$ cat src/rtl/core_pkg.sv
// Shared constants and types for the multicycle core's fetch path.
package core_pkg;

  localparam int ADDR_W    = 24;
  localparam int DATA_W    = 24;
  localparam int MEM_DEPTH = 1024;
  localparam int CNT_W     = 32;

  typedef enum logic [1:0] {
    IDLE  = 2'd0,
    WAIT  = 2'd1,
    FAULT = 2'd2
  } fetch_state_t;

endpackage

$ cat src/rtl/fetch_controller_pc_reg.sv
// Program counter register: a redirect load wins over the post-capture increment.
module pc_reg #(
  parameter int                ADDR_W   = 24,
  parameter logic [ADDR_W-1:0] RESET_PC = '0
) (
  input  logic              clk,
  input  logic              rst_n,
  input  logic              load,
  input  logic [ADDR_W-1:0] load_val,
  input  logic              inc,
  output logic [ADDR_W-1:0] pc
);

  // The increment wraps naturally at 2^ADDR_W.
  always_ff @(posedge clk or negedge rst_n) begin
    if (!rst_n) begin
      pc <= RESET_PC;
    end else if (load) begin
      pc <= load_val;
    end else if (inc) begin
      pc <= pc + ADDR_W'(1);
    end
  end

endmodule

$ cat src/rtl/fetch_controller.sv
// Instruction fetch sequencer: owns the PC, captures memory data into the IR
// and flags fetches that fall outside the populated instruction memory.
module fetch_controller #(
  parameter int                ADDR_W    = core_pkg::ADDR_W,
  parameter int                DATA_W    = core_pkg::DATA_W,
  parameter int                MEM_DEPTH = core_pkg::MEM_DEPTH,
  parameter logic [ADDR_W-1:0] RESET_PC  = '0,
  parameter int                CNT_W     = core_pkg::CNT_W
) (
  input  logic              clk,
  input  logic              rst_n,
  input  logic              fetch_req,
  input  logic              pc_load,
  input  logic [ADDR_W-1:0] pc_next,
  output logic [ADDR_W-1:0] imem_addr,
  input  logic [DATA_W-1:0] imem_data,
  output logic [DATA_W-1:0] ir,
  output logic              ir_valid,
  output logic [ADDR_W-1:0] pc,
  output logic [ADDR_W-1:0] pc_cur,
  output logic              busy,
  output logic              fetch_fault,
  output logic [CNT_W-1:0]  fetch_count
);

  import core_pkg::*;

  localparam logic [ADDR_W:0] DEPTH_EXT = (ADDR_W+1)'(MEM_DEPTH);

  fetch_state_t state, state_nxt;

  logic in_range;
  logic pc_ld;
  logic pc_inc;
  logic capture;
  logic clr_valid;

  assign in_range  = ({1'b0, pc} < DEPTH_EXT);
  assign imem_addr = pc;

  pc_reg #(
    .ADDR_W   (ADDR_W),
    .RESET_PC (RESET_PC)
  ) u_pc_reg (
    .clk      (clk),
    .rst_n    (rst_n),
    .load     (pc_ld),
    .load_val (pc_next),
    .inc      (pc_inc),
    .pc       (pc)
  );

  always_ff @(posedge clk or negedge rst_n) begin
    if (!rst_n) begin
      state <= IDLE;
    end else begin
      state <= state_nxt;
    end
  end

  // A redirect always returns to IDLE; fetch_req is only honoured in IDLE.
  always_comb begin
    state_nxt = state;
    unique case (state)
      IDLE: begin
        if (pc_load) begin
          state_nxt = IDLE;
        end else if (fetch_req) begin
          state_nxt = in_range ? WAIT : FAULT;
        end
      end
      WAIT: begin
        state_nxt = IDLE;
      end
      FAULT: begin
        if (pc_load) begin
          state_nxt = IDLE;
        end
      end
      default: begin
        state_nxt = IDLE;
      end
    endcase
  end

  always_comb begin
    busy        = 1'b0;
    fetch_fault = 1'b0;
    pc_ld       = 1'b0;
    pc_inc      = 1'b0;
    capture     = 1'b0;
    clr_valid   = 1'b0;
    unique case (state)
      IDLE: begin
        pc_ld     = pc_load;
        clr_valid = pc_load | fetch_req;
      end
      WAIT: begin
        busy    = 1'b1;
        pc_ld   = pc_load;
        pc_inc  = ~pc_load;
        capture = ~pc_load;
      end
      FAULT: begin
        fetch_fault = 1'b1;
        pc_ld       = pc_load;
      end
      default: begin
        clr_valid = 1'b1;
      end
    endcase
  end

  // pc_cur samples the pre-increment PC, i.e. the address the memory just read.
  always_ff @(posedge clk or negedge rst_n) begin
    if (!rst_n) begin
      ir          <= '0;
      pc_cur      <= '0;
      ir_valid    <= 1'b0;
      fetch_count <= '0;
    end else if (capture) begin
      ir          <= imem_data;
      pc_cur      <= pc;
      ir_valid    <= 1'b1;
      fetch_count <= fetch_count + CNT_W'(1);
    end else if (clr_valid) begin
      ir_valid    <= 1'b0;
    end
  end

endmodule
$ cat config.mk
export PLATFORM = sky130hd
export DESIGN_NAME = fetch_controller
export DESIGN_NICKNAME = d
export VERILOG_FILES = /design/src/rtl/core_pkg.sv /design/src/rtl/fetch_controller_pc_reg.sv /design/src/rtl/fetch_controller.sv
export SDC_FILE = /design/constraint.sdc
export NUM_CORES = 1
export LEC_CHECK = 0
export ABC_AREA = 1
export CAP_MARGIN = 20
export CORE_AREA = 2 2 126 128
export CTS_CLUSTER_DIAMETER = 100
export DETAILED_ROUTE_END_ITERATION = 16
export DIE_AREA = 0 0 128 130
export DONT_BUFFER_PORTS = 1
export HOLD_SLACK_MARGIN = 0.06
export MAX_ROUTING_LAYER = met4
export PLACE_DENSITY = 0.53
export SETUP_SLACK_MARGIN = 0.15
export SLEW_MARGIN = 10
export SYNTH_ARGS = -nofsm -noshare
export SYNTH_HDL_FRONTEND = slang
export SYNTH_SLANG_ARGS = --single-unit
$ cat constraint.sdc
create_clock -name clk -period 2.9 [get_ports clk]
set_clock_uncertainty 0.05 [all_clocks]
set_input_delay 0 -clock clk [delete_from_list [all_inputs] [get_ports clk]]
set_output_delay 0 -clock clk [all_outputs]
set_load 0.01 [all_outputs]
==> results.py <==
metrics = {
    "outcome": {
        "status": "complete, no violations",
    },
    "place": {
        "post-place-cells": 900,
        "gp_congestion": 0.872,
        "port-buffer-count": 0,
        "place.detailed.hpwl_mm": 10.8,
    },
    "pwr": {
        "clkPwrFrac_pct": 39.4,
        "p_per_area_nw_per_um2": 486,
        "power.leakage_uw": 0.00309,
        "p_sw_share_pct": 26.8,
        "irDropWorstVdd_v": 0.000316,
        "p_int_uw": 2410,
        "p_switching_uw": 883,
        "p_comb_share_pct": 8.1,
        "seqPwrFrac_pct": 52.5,
    },
    "setup_path": {
        "path_max_fanout": 46,
        "path_class": "register to register",
        "end_kind": "register",
        "crit_required_ps": 3140,
        "critPathArrivalTime_ps": 2500,
        "critPathLaunchType": "register",
    },
    "floorplan": {
        "core_area_um2": 15400,
        "start_util_pct": 36.9,
        "die_h_um": 130,
        "io_pins": 183,
        "die_width_um": 128,
        "die-area_um2": 16600,
        "num_rows": 46,
    },
    "yosys": {
        "syn_avg_cell_area_um2": 7.57,
        "syn_area_um2": 5690,
        "ys_seq_area_share_pct": 47.0,
        "synth_seq_cells": 107,
        "synth_area_leader_cell": "dfrtp_1",
        "yosysWarnings": 0,
        "synth_cells": 752,
        "synthTopCellsByArea": "dfrtp_1 47%, nand2_1 20%, nor2_1 4.9%",
        "yosysUniqueCellTypes": 32,
        "yosysTopAreaCellShare_pct": 47.0,
        "syn_nets": 806,
    },
    "cells_and_area": {
        "diodes": 0,
        "largest_register": "fetch_count",
        "nFillCells": 1525,
        "fin_cells": 992,
        "largest_register_ffs": 32,
        "layout.area.seq_um2": 2680,
        "nets": 849,
        "drive_gt1_share_pct": 5.88,
        "multi_input_area_um2": 2520,
        "area_delta_synth_final_pct": 19.0,
    },
    "clocking": {
        "root_buffer": "clkbuf_16",
        "cts_sinks": 107,
        "cts_made_buffers": 9,
        "cts_tree": "built",
        "clkLatencyLatePin_ps": 350,
        "clockBufferDepth": 2,
        "post-cts-setup-buffer-count": 0,
        "htree_levels": 3,
        "clk_pin_slew_ps": 70,
    },
    "timing": {
        "setup_viol": 0,
        "tns_ps": 0,
        "rsz0062_at_grt": "false",
        "fmax_mhz": 441,
        "slew_headroom_pct": 38.3,
        "min_period_over_period_pct": 78.2,
        "finalHoldViolations": 0,
        "worst_pin_slew_ps": 925,
        "period_needed_ps": 2270,
        "timing.final.max_slew_violations": 0,
    },
    "hold_path": {
        "worstHoldPathType": "input pin to register",
    },
    "routing": {
        "vias": 4996,
        "wl_per_cell_um": 16.3,
        "post-route-drc-count": 0,
        "dr.pass1.iters": 4,
        "ant_nets": 0,
        "drtIter0Drc": 294,
        "wirelength_mm": 16.1,
        "viasPerCell": 5.04,
    },
    "global_route": {
        "grt_use_total_pct": 20.3,
        "grt_pass1_vias": 4902,
        "grt.overflow.total": 0,
        "grt_max_degree": 108,
        "grt_pass1_wl_mm": 25.8,
        "antenna_found_initial": 0,
    },
    "run": {
        "max_cap_violations": 0,
    },
}
## cells in the mapped netlist
library cell	number
ha_1	2
dfrtp_1	107
o21ai_1	2
nor3_1	5
o21bai_1	1
buf_4	26
nand3b_1	17
nand2_1	305
nor2_2	9
nand2_4	1
a211oi_1	1
nand2_2	7
nor3b_1	1
nand4_1	16
nor4_1	2
nand3_1	26
nor3_4	2
buf_6	1
clkinv_1	1
clkbuf_1	3
inv_2	1
nor2_4	5
nor2_1	74
o211ai_1	3
nor3_2	2
o22ai_1	4
inv_1	50
o21ai_0	40
xor2_1	9
buf_2	17
a21oi_1	3
xnor2_1	9
## critical path, cell delays in order, from the launching register on
cell and delay, ps:
dfrtp_1 470, nor3_4 560, buf_12 320, nand2_1 120, dlygate4sd3_1 600, nand2_1 70
## per-stage QoR
| stage | hold WS, ps | area (µm²) | total power (µW) | util [%] | setup slack, ps |
|---|---|---|---|---|---|
| 5_1_grt | 188 | 6780 | 3450 | 43.9 | 497 |
| 2_1_floorplan | -346 | 5690 | 1900 | - | 1330 |
| 4_1_cts | 117 | 6780 | 3330 | 43.9 | 707 |
| 6_report | 107 | 6780 | 3300 | 43.9 | 633 |
| 3_5_place_dp | -342 | 5680 | 1930 | 36.8 | 761 |
| 3_3_place_gp | -342 | 5680 | 1920 | 36.8 | 816 |
## metal layers
metal | part of all wire, % | vias up | GRT usage (%)
met3 | 8.1 | 36 | 5.90
met2 | 49 | 202 | 33.8
met1 | 41 | 2331 | 23.2
met5 | 0 | - | -
met4 | 2.8 | 0 | 8.47
li1 | - | 2427 | -
## logic make-up (layout without fill, tap and decap cells)
logic type | count (synthesis) | count (layout) | synth area share (%)
adders and majority gates | 2 | 2 | 0.440
AOI/OAI and AO/OA | 54 | 54 | 5.06
buffers and inverters | 99 | 147 | 8.75
DFF | 107 | 107 | 47.0
and+or+nand+nor | 472 | 472 | 35.9
xor gates and xnor gates | 18 | 18 | 2.77
## path summary, 6_finish.rpt
kind / cells past startpoint / slack [ps] / to / startpoint
max in group asynchronous: 2 / 2160 / u_pc_reg.pc[22] / rst_n
max: 5 / 630 / ir[12] / state[1]
min reg2reg: 2 / 500 / pc_cur[18] / pc_cur[18]
max reg2reg: 5 / 630 / ir[12] / state[1]
min: 4 / 110 / u_pc_reg.pc[18] / pc_load
min in group asynchronous: 2 / 230 / fetch_count[16] / rst_n
## layout by cell type (no fill, tap or decap), types with 3 or more instances in the layout
| cell | instances |
|---|---|
| dlygate4sd3_1 | 75 |
| o22ai_1 | 4 |
| nand2_2 | 7 |
| dfrtp_1 | 107 |
| nor2_2 | 9 |
| xnor2_1 | 9 |
| nand3b_1 | 17 |
| a21oi_1 | 3 |
| o211ai_1 | 3 |
| nor3_1 | 5 |
| xor2_1 | 9 |
| o21ai_0 | 40 |
| clkbuf_16 | 9 |
| clkbuf_8 | 3 |
| nand4_1 | 16 |
| nand3_1 | 26 |
| inv_1 | 50 |
| nor2_4 | 5 |
| nor2_1 | 74 |
| nand2_1 | 305 |
| nor3_4 | 3 |
## final cells by class
type                       count  share of cell area [%]
inverter                      52                    2.88
clock buffer                  12                    3.93
multi-input combinational    546                    37.2
sequential                   107                    39.5
timing repair buffer          79                    12.2
tap                          192                    3.55
clock inverter                 4                   0.702
## power by group through the flow
stage | logic (µW) | registers [µW] | clock network (µW)
final | 267 | 1730 | 1300
after global routing | 305 | 1740 | 1400
after CTS | 268 | 1730 | 1340
after detailed placement | 173 | 1760 | 0
after global placement | 168 | 1760 | 0
after floorplan | 204 | 1690 | 0
## timing repair
item                                   CTS  global route
endpoints found under the hold margin  179             0
gates resized for setup                  0             0
hold buffers                            76             0
(Power assumes the default switching activity.)
